**src/rtl/multicycle_ctrl_if.sv**
```systemverilog
// Control bundle between the multi-cycle sequencer and the MIPS-subset datapath.
// master = sequencer side, slave = datapath side.
interface multicycle_ctrl_if #(
    parameter int CNT_W = 32
);
    // Instruction fields and status coming back from the datapath
    logic [5:0]       op;
    logic [5:0]       funct;
    logic             alu_zero;
    logic             mem_ready;

    // Datapath strobes and selects
    logic             iord;
    logic             ir_write;
    logic             pc_write;
    logic             pc_write_cond;
    logic             reg_write;
    logic             alu_src;
    logic             mem_read;
    logic             mem_write;
    logic             branch;
    logic             inv_branch_cond;
    logic             jump;
    logic             link;
    logic [1:0]       reg_dest;
    logic [1:0]       mem_to_reg;
    logic [2:0]       alu_op;

    // Retire / status
    logic             instr_done;
    logic             trap;
    logic [CNT_W-1:0] instr_count;

    modport master (
        input  op, funct, alu_zero, mem_ready,
        output iord, ir_write, pc_write, pc_write_cond, reg_write, alu_src,
               mem_read, mem_write, branch, inv_branch_cond, jump, link,
               reg_dest, mem_to_reg, alu_op, instr_done, trap, instr_count
    );

    modport slave (
        output op, funct, alu_zero, mem_ready,
        input  iord, ir_write, pc_write, pc_write_cond, reg_write, alu_src,
               mem_read, mem_write, branch, inv_branch_cond, jump, link,
               reg_dest, mem_to_reg, alu_op, instr_done, trap, instr_count
    );
endinterface

```
**src/rtl/multicycle_ctrl.sv**
```systemverilog
// Multi-cycle control sequencer for a MIPS-subset datapath sharing one memory
// port between instruction fetch and data access. Steps each instruction
// through FETCH/DECODE/EXEC/MEM/WB, stalls on mem_ready, counts retirements
// and parks in TRAP on an illegal instruction until reset.
module multicycle_ctrl #(
    parameter int CNT_W = 32
) (
    input  logic               clk,
    input  logic               rst_n,
    multicycle_ctrl_if.master  bus
);

    typedef enum logic [2:0] {
        S_FETCH  = 3'd0,
        S_DECODE = 3'd1,
        S_EXEC   = 3'd2,
        S_MEM    = 3'd3,
        S_WB     = 3'd4,
        S_TRAP   = 3'd5
    } state_t;

    // Opcodes
    localparam logic [5:0] OP_RTYPE = 6'h00;
    localparam logic [5:0] OP_J     = 6'h02;
    localparam logic [5:0] OP_JAL   = 6'h03;
    localparam logic [5:0] OP_BEQ   = 6'h04;
    localparam logic [5:0] OP_BNE   = 6'h05;
    localparam logic [5:0] OP_ADDI  = 6'h08;
    localparam logic [5:0] OP_XORI  = 6'h0E;
    localparam logic [5:0] OP_LW    = 6'h23;
    localparam logic [5:0] OP_SW    = 6'h2B;

    // R-type funct codes
    localparam logic [5:0] F_JR  = 6'h08;
    localparam logic [5:0] F_ADD = 6'h20;
    localparam logic [5:0] F_SUB = 6'h22;
    localparam logic [5:0] F_AND = 6'h24;
    localparam logic [5:0] F_OR  = 6'h25;
    localparam logic [5:0] F_XOR = 6'h26;
    localparam logic [5:0] F_NOR = 6'h27;
    localparam logic [5:0] F_SLT = 6'h2A;

    // ALU operation encodings
    localparam logic [2:0] ALU_ADD = 3'd0;
    localparam logic [2:0] ALU_SUB = 3'd1;
    localparam logic [2:0] ALU_AND = 3'd2;
    localparam logic [2:0] ALU_OR  = 3'd3;
    localparam logic [2:0] ALU_XOR = 3'd4;
    localparam logic [2:0] ALU_NOR = 3'd5;
    localparam logic [2:0] ALU_SLT = 3'd6;

    // Mux select encodings
    localparam logic       SRC_RT   = 1'b0;
    localparam logic       SRC_IMM  = 1'b1;
    localparam logic [1:0] DST_RT   = 2'd0;
    localparam logic [1:0] DST_RD   = 2'd1;
    localparam logic [1:0] DST_LINK = 2'd2;
    localparam logic [1:0] WBS_ALU  = 2'd0;
    localparam logic [1:0] WBS_MEM  = 2'd1;
    localparam logic [1:0] WBS_PC   = 2'd2;

    state_t           r_state;
    logic [5:0]       r_op;
    logic [5:0]       r_funct;
    logic             r_trap;
    logic [CNT_W-1:0] r_count;

    logic       w_iord, w_ir_write, w_pc_write, w_pc_write_cond, w_reg_write;
    logic       w_alu_src, w_mem_read, w_mem_write, w_branch, w_inv_branch_cond;
    logic       w_jump, w_link, w_retire;
    logic [1:0] w_reg_dest, w_mem_to_reg;
    logic [2:0] w_alu_op;

    function automatic logic f_legal(input logic [5:0] op, input logic [5:0] funct);
        logic ok;
        ok = 1'b0;
        case (op)
            OP_RTYPE: begin
                case (funct)
                    F_ADD, F_SUB, F_SLT, F_AND, F_OR, F_NOR, F_XOR, F_JR: ok = 1'b1;
                    default: ok = 1'b0;
                endcase
            end
            OP_ADDI, OP_XORI, OP_LW, OP_SW, OP_BEQ, OP_BNE, OP_J, OP_JAL: ok = 1'b1;
            default: ok = 1'b0;
        endcase
        return ok;
    endfunction

    function automatic logic [2:0] f_rtype_alu(input logic [5:0] funct);
        logic [2:0] aop;
        case (funct)
            F_SUB:   aop = ALU_SUB;
            F_SLT:   aop = ALU_SLT;
            F_AND:   aop = ALU_AND;
            F_OR:    aop = ALU_OR;
            F_NOR:   aop = ALU_NOR;
            F_XOR:   aop = ALU_XOR;
            default: aop = ALU_ADD;
        endcase
        return aop;
    endfunction

    // Decode strobes from the current state and the latched instruction fields
    always_comb begin
        w_iord            = 1'b0;
        w_ir_write        = 1'b0;
        w_pc_write        = 1'b0;
        w_pc_write_cond   = 1'b0;
        w_reg_write       = 1'b0;
        w_alu_src         = SRC_RT;
        w_mem_read        = 1'b0;
        w_mem_write       = 1'b0;
        w_branch          = 1'b0;
        w_inv_branch_cond = 1'b0;
        w_jump            = 1'b0;
        w_link            = 1'b0;
        w_reg_dest        = DST_RT;
        w_mem_to_reg      = WBS_ALU;
        w_alu_op          = ALU_ADD;
        w_retire          = 1'b0;
        case (r_state)
            S_FETCH: begin
                // Address from PC; the ALU default (ADD) produces PC+4
                w_mem_read = 1'b1;
                if (bus.mem_ready) begin
                    w_ir_write = 1'b1;
                    w_pc_write = 1'b1;
                end
            end
            S_EXEC: begin
                case (r_op)
                    OP_RTYPE: begin
                        if (r_funct == F_JR) begin
                            w_jump     = 1'b1;
                            w_pc_write = 1'b1;
                            w_retire   = 1'b1;
                        end else begin
                            w_alu_op = f_rtype_alu(r_funct);
                        end
                    end
                    OP_ADDI: w_alu_src = SRC_IMM;
                    OP_XORI: begin
                        w_alu_src = SRC_IMM;
                        w_alu_op  = ALU_XOR;
                    end
                    OP_LW, OP_SW: w_alu_src = SRC_IMM;
                    OP_BEQ, OP_BNE: begin
                        w_alu_op          = ALU_SUB;
                        w_branch          = 1'b1;
                        w_pc_write_cond   = 1'b1;
                        w_inv_branch_cond = (r_op == OP_BNE);
                        w_retire          = 1'b1;
                    end
                    OP_J: begin
                        w_jump     = 1'b1;
                        w_pc_write = 1'b1;
                        w_retire   = 1'b1;
                    end
                    OP_JAL: begin
                        w_jump       = 1'b1;
                        w_link       = 1'b1;
                        w_pc_write   = 1'b1;
                        w_reg_write  = 1'b1;
                        w_reg_dest   = DST_LINK;
                        w_mem_to_reg = WBS_PC;
                        w_retire     = 1'b1;
                    end
                    default: ;
                endcase
            end
            S_MEM: begin
                // Strobes held steady for the whole stall
                w_iord = 1'b1;
                if (r_op == OP_LW) begin
                    w_mem_read = 1'b1;
                end else begin
                    w_mem_write = 1'b1;
                    w_retire    = bus.mem_ready;
                end
            end
            S_WB: begin
                w_reg_write = 1'b1;
                w_retire    = 1'b1;
                if (r_op == OP_LW) begin
                    w_mem_to_reg = WBS_MEM;
                end else if (r_op == OP_RTYPE) begin
                    w_reg_dest = DST_RD;
                end
            end
            default: ;
        endcase
    end

    // State sequencing, instruction-field latch, sticky trap and retire counter
    always_ff @(posedge clk or negedge rst_n) begin
        if (!rst_n) begin
            r_state <= S_FETCH;
            r_op    <= '0;
            r_funct <= '0;
            r_trap  <= 1'b0;
            r_count <= '0;
        end else begin
            if (w_retire) begin
                r_count <= r_count + 1'b1;
            end
            case (r_state)
                S_FETCH: begin
                    if (bus.mem_ready) begin
                        r_state <= S_DECODE;
                    end
                end
                S_DECODE: begin
                    r_op    <= bus.op;
                    r_funct <= bus.funct;
                    if (f_legal(bus.op, bus.funct)) begin
                        r_state <= S_EXEC;
                    end else begin
                        r_state <= S_TRAP;
                        r_trap  <= 1'b1;
                    end
                end
                S_EXEC: begin
                    case (r_op)
                        OP_LW, OP_SW:     r_state <= S_MEM;
                        OP_ADDI, OP_XORI: r_state <= S_WB;
                        OP_RTYPE:         r_state <= (r_funct == F_JR) ? S_FETCH : S_WB;
                        default:          r_state <= S_FETCH;
                    endcase
                end
                S_MEM: begin
                    if (bus.mem_ready) begin
                        r_state <= (r_op == OP_LW) ? S_WB : S_FETCH;
                    end
                end
                S_WB:    r_state <= S_FETCH;
                S_TRAP:  r_state <= S_TRAP;
                default: r_state <= S_FETCH;
            endcase
        end
    end

    // Everything is forced low while reset is held, so an aborted access
    // never leaves a strobe asserted
    assign bus.iord            = rst_n & w_iord;
    assign bus.ir_write        = rst_n & w_ir_write;
    assign bus.pc_write        = rst_n & w_pc_write;
    assign bus.pc_write_cond   = rst_n & w_pc_write_cond;
    assign bus.reg_write       = rst_n & w_reg_write;
    assign bus.alu_src         = rst_n & w_alu_src;
    assign bus.mem_read        = rst_n & w_mem_read;
    assign bus.mem_write       = rst_n & w_mem_write;
    assign bus.branch          = rst_n & w_branch;
    assign bus.inv_branch_cond = rst_n & w_inv_branch_cond;
    assign bus.jump            = rst_n & w_jump;
    assign bus.link            = rst_n & w_link;
    assign bus.reg_dest        = rst_n ? w_reg_dest   : 2'd0;
    assign bus.mem_to_reg      = rst_n ? w_mem_to_reg : 2'd0;
    assign bus.alu_op          = rst_n ? w_alu_op     : 3'd0;
    assign bus.instr_done      = rst_n & w_retire;
    assign bus.trap            = rst_n & r_trap;
    assign bus.instr_count     = r_count;

endmodule
```
**src/flat_wrapper.sv**
```systemverilog
// flat-port wrapper written by rule: the top's interface ports become plain ports
module multicycle_ctrl_flat 
#(
    parameter int CNT_W = 32
)
  (clk, rst_n, bus_op, bus_funct, bus_alu_zero, bus_mem_ready, bus_iord, bus_ir_write, bus_pc_write, bus_pc_write_cond, bus_reg_write, bus_alu_src, bus_mem_read, bus_mem_write, bus_branch, bus_inv_branch_cond, bus_jump, bus_link, bus_reg_dest, bus_mem_to_reg, bus_alu_op, bus_instr_done, bus_trap, bus_instr_count);
  multicycle_ctrl_if #(.CNT_W(CNT_W)) bus_i ();
  input  logic clk;
  input  logic rst_n;
  input wire logic [$bits(bus_i.op)-1:0] bus_op;
  input wire logic [$bits(bus_i.funct)-1:0] bus_funct;
  input wire logic [$bits(bus_i.alu_zero)-1:0] bus_alu_zero;
  input wire logic [$bits(bus_i.mem_ready)-1:0] bus_mem_ready;
  output wire logic [$bits(bus_i.iord)-1:0] bus_iord;
  output wire logic [$bits(bus_i.ir_write)-1:0] bus_ir_write;
  output wire logic [$bits(bus_i.pc_write)-1:0] bus_pc_write;
  output wire logic [$bits(bus_i.pc_write_cond)-1:0] bus_pc_write_cond;
  output wire logic [$bits(bus_i.reg_write)-1:0] bus_reg_write;
  output wire logic [$bits(bus_i.alu_src)-1:0] bus_alu_src;
  output wire logic [$bits(bus_i.mem_read)-1:0] bus_mem_read;
  output wire logic [$bits(bus_i.mem_write)-1:0] bus_mem_write;
  output wire logic [$bits(bus_i.branch)-1:0] bus_branch;
  output wire logic [$bits(bus_i.inv_branch_cond)-1:0] bus_inv_branch_cond;
  output wire logic [$bits(bus_i.jump)-1:0] bus_jump;
  output wire logic [$bits(bus_i.link)-1:0] bus_link;
  output wire logic [$bits(bus_i.reg_dest)-1:0] bus_reg_dest;
  output wire logic [$bits(bus_i.mem_to_reg)-1:0] bus_mem_to_reg;
  output wire logic [$bits(bus_i.alu_op)-1:0] bus_alu_op;
  output wire logic [$bits(bus_i.instr_done)-1:0] bus_instr_done;
  output wire logic [$bits(bus_i.trap)-1:0] bus_trap;
  output wire logic [$bits(bus_i.instr_count)-1:0] bus_instr_count;
  assign bus_i.op = bus_op;
  assign bus_i.funct = bus_funct;
  assign bus_i.alu_zero = bus_alu_zero;
  assign bus_i.mem_ready = bus_mem_ready;
  assign bus_iord = bus_i.iord;
  assign bus_ir_write = bus_i.ir_write;
  assign bus_pc_write = bus_i.pc_write;
  assign bus_pc_write_cond = bus_i.pc_write_cond;
  assign bus_reg_write = bus_i.reg_write;
  assign bus_alu_src = bus_i.alu_src;
  assign bus_mem_read = bus_i.mem_read;
  assign bus_mem_write = bus_i.mem_write;
  assign bus_branch = bus_i.branch;
  assign bus_inv_branch_cond = bus_i.inv_branch_cond;
  assign bus_jump = bus_i.jump;
  assign bus_link = bus_i.link;
  assign bus_reg_dest = bus_i.reg_dest;
  assign bus_mem_to_reg = bus_i.mem_to_reg;
  assign bus_alu_op = bus_i.alu_op;
  assign bus_instr_done = bus_i.instr_done;
  assign bus_trap = bus_i.trap;
  assign bus_instr_count = bus_i.instr_count;
  multicycle_ctrl #(.CNT_W(CNT_W)) u_core (.clk(clk), .rst_n(rst_n), .bus(bus_i));
endmodule
```
**config.mk**
```make
export PLATFORM = sky130hd
export DESIGN_NAME = multicycle_ctrl_flat
export DESIGN_NICKNAME = d
export VERILOG_FILES = /design/src/rtl/multicycle_ctrl_if.sv /design/src/rtl/multicycle_ctrl.sv /design/src/flat_wrapper.sv
export SDC_FILE = /design/constraint.sdc
export NUM_CORES = 1
export LEC_CHECK = 0
export CAP_MARGIN = 20
export CORE_ASPECT_RATIO = 1.75
export CORE_MARGIN = 2
export CORE_UTILIZATION = 45
export DETAILED_ROUTE_END_ITERATION = 10
export PLACE_DENSITY = 0.84
export RECOVER_POWER = 25
export SYNTH_ARGS = -nofsm -noshare
export SYNTH_HDL_FRONTEND = slang
export SYNTH_SLANG_ARGS = --single-unit
```
**constraint.sdc**
```tcl
create_clock -name clk -period 2.1 [get_ports clk]
set_input_delay 0.42 -clock clk [delete_from_list [all_inputs] [get_ports clk]]
set_output_delay 0.42 -clock clk [all_outputs]
set_load 0.01 [all_outputs]
```
==> flow_summary.toml <==
[sta]
finClkSkew_ps = 8.19
peak_clock_frequency_supported_by_timing_mhz = 389
final.setup.worst_slack_ps = -471
tightestPinTransition_ps = 1360
final.setup.tns_ps = -4710
final-hold-violation-count = 0
fin_crit_sh_pct = 122
rsz_0062_raised_after_global_routing = "yes"
setup_violations = 34
post-route-min-period_ps = 2570
slew_violations = 0
slew-limit-headroom_pct = 9.12

[synthesis]
ys_seq_elements = 48
syn_area_per_cell_um2 = 9.96
post_synth_instance_area_um2 = 2780
dominantRegCellSynth = "dfrtp_1"
synth.distinct_cells = 56
postSynthCellCount = 279
synth_enable_flop_cells = 0
synth-seq-area-share_pct = 43.2
asyncSetResetFlopFracSynth_pct = 100
synth_nets = 296
ys.warnings.count = 0

[power_and_ir_drop]
p_int_uw = 2140
p_clk_share_pct = 15.3
sw_frac_of_total_pct = 37.7
leakagePower_uw = 0.00215
p_per_area_nw_per_um2 = 758
combPwrFrac_pct = 47.8
total_switching_power_uw = 1300
power.sequential.fraction_pct = 36.8
worst_ir_drop_vdd_mv = 1.10

[clock_tree]
cts_htree_levels = 2
clock_insertion_delay_worst_skew_ps = 300
cts_buffers = 5
root_buffer = "clkbuf_8"
clk_transition_reported_paths_ps = 80
cts_tree = "built"
cts.sinks = 48
clock_tree.buffer_depth = 2

[status]
run_status = "finished, violations left"
failed_checks = "negative setup slack"

[global_route]
grt_antenna_before_repair = 0
grt_usage_pct = 25.5
via_count_of_the_first_global_routing_pass = 2839
wire_length_of_the_first_global_routing_pass_mm = 13.7
grt_max_degree = 33
globalRoute.totalOverflow = 0

[critical_path]
critical_path_buf_inv_count = 1
start_kind = "flip-flop"
crit_path_top_delay_cell = "or4_4"
crit_path_max_fanout = 2
endpoint_kind = "output port"
max_stage_delay_ps = 530
worst-endpoint-required_ps = 1680
crit-reg2reg-launch = "u_core.r_op[1]"
critPathKind = "reg -> out"
cp_top_family = "simple AND/OR/NAND/NOR gates"
crit_chain = "nor2_2, nand3_2, or3b_4, or4_4, a21oi_4, buf_6"
worst-endpoint-arrival_ps = 2150
critPathLaunch = "u_core.r_op[3]"

[floorplanning]
io-pin-count = 69
rows = 37
core-area_um2 = 5930
die_w_um = 63.4
chipHeight_um = 108
floorplan.initialDensity_pct = 46.9
floorplan.die_area_um2 = 6840

[finish]
final_nets = 430
antenna_cells_inserted = 0
fillerInstances = 413
area_growth_pct = 63.4
drive_above_1_share_pct = 40.9
final_design_area_no_fill_um2 = 4540

[detailed_routing]
via_count = 2809
drt-pass1-iter-count = 4
detailedRoute.firstIterationViolations = 207
drt-total-wl_mm = 9.36
remaining_drc_errors = 0
viasPerCell = 5.72
route.antenna.remaining_nets = 0
wl_per_instance_um = 19.1

[min_path]
holdCritPathClass = "in -> async"

[place]
placed_cell_area_um2 = 3830
dp_hpwl_mm = 5.75
io_buffers = 67
post-place-ws_ps = -545
gp_congestion = 0.974

[flow_run]
maxCapViolations = 0
## cell usage after synthesis (all sizes together) (3+ instances only)
cell type / instances / area [um2]
nor2b: 4 / 25.0
nand2: 17 / 63.8
nor3: 23 / 120
nand4: 11 / 90.1
dfrtp: 48 / 1200
nor3b: 9 / 72.6
nor4b: 3 / 26.3
inv: 7 / 26.3
nor2: 18 / 70.1
xnor2: 4 / 35.0
o21ai: 8 / 40.0
nand2b: 5 / 31.3
nor4: 8 / 87.6
a31oi: 3 / 18.8
clkbuf: 5 / 20.0
xor2: 28 / 245
and3: 5 / 31.3
and2: 3 / 18.8
nand3: 16 / 85.1
mux2: 10 / 113
a21oi: 8 / 43.8
buf: 9 / 66.3
## cells by family (layout without fill, tap and decap cells)
logic type                 count (synthesis)  after routing  share of synthesized area [%]
and+or+nand+nor                          134            134                           29.6
DFF                                       48             48                           43.2
AOI/OAI and AO/OA                         33             33                           8.55
xor gates and xnor gates                  32             32                           10.1
buffers and inverters                     21            155                           4.05
muxes                                     10             10                           4.05
adders and majority gates                  1              1                          0.450
## worst paths after layout
| path | endpoint | slack (ps) | depth (start not counted) |
|---|---|---|---|
| worst max-delay path | bus_alu_op[2] | -470 | 6 |
| worst min-delay path | u_core.r_state[1] | 90 | 2 |
| worst max register to register | u_core.bus.instr_count[9] | -150 | 10 |
| worst min register to register | u_core.r_trap | 480 | 1 |
| max in group asynchronous | u_core.bus.instr_count[13] | 980 | 3 |
| min in group clk | u_core.r_trap | 480 | 1 |
## per-layer routing
layer,vias up,track usage (%),part of all wire [%],routed length [um]
met5,-,0,0,0
met4,0,14.3,4.2,393
met3,30,5.31,5.7,532
met2,128,47.4,56,5220
met1,1385,26.0,34,3220
li1,1266,-,-,-
## layout make-up
type                    count  area (um2)  share of cell area (%)
multi-input cells         210        1860                    40.9
repair buffers            141        1280                    28.2
flip-flops and latches     48        1200                    26.4
well taps                  78        97.6                    2.15
clock buffers               6        72.6                    1.60
inverters                   7        26.3                   0.579
clock inverters             1        5.00                   0.110
## metrics by stage
stage	util, %	cells	hold slack [ps]	total power, uW
2_1_floorplan	-	279	124	1800
3_3_place_gp	64.7	459	407	2390
3_5_place_dp	64.7	459	405	2430
4_1_cts	69.6	480	73.8	3230
5_1_grt	76.6	491	93.7	3610
6_report	76.6	491	86.9	3440
## state kept, by name (all words and copies together), names as in the netlist
name / count
u_core.r_op: 6
u_core.r_funct: 6
u_core.bus.instr_count: 32
u_core.r_state: 3
u_core.r_trap: 1
## what timing repair did
action / CTS / global route
buffers inserted: 16 / 9
gates resized for setup: 104 / 61
pin swaps: 12 / 39
setup endpoints to repair: 50 / 44
cloned: 0 / 3
hold buffers: 0 / 0
## placed cells by master (no fill, tap or decap), types with 9 or more instances in the layout
master            n
mux2_2            9
nand4_1           9
buf_6            21
nor3_4           10
nor2_1           13
nor3_2            9
buf_4            54
nand2_1          16
xor2_1           28
nand3_1          14
clkdlybuf4s50_1  46
buf_2            11
dfrtp_1          48
## power groups by stage
| stage | logic [uW] | clock network [uW] | registers, uW |
|---|---|---|---|
| 3_3_place_gp | 1140 | 0 | 1240 |
| 3_5_place_dp | 1170 | 0 | 1260 |
| 6_report | 1650 | 528 | 1270 |
| 2_1_floorplan | 499 | 0 | 1300 |
| 4_1_cts | 1420 | 543 | 1260 |
| 5_1_grt | 1750 | 571 | 1290 |
No activity file was read; power rests on OpenSTA's default activity.
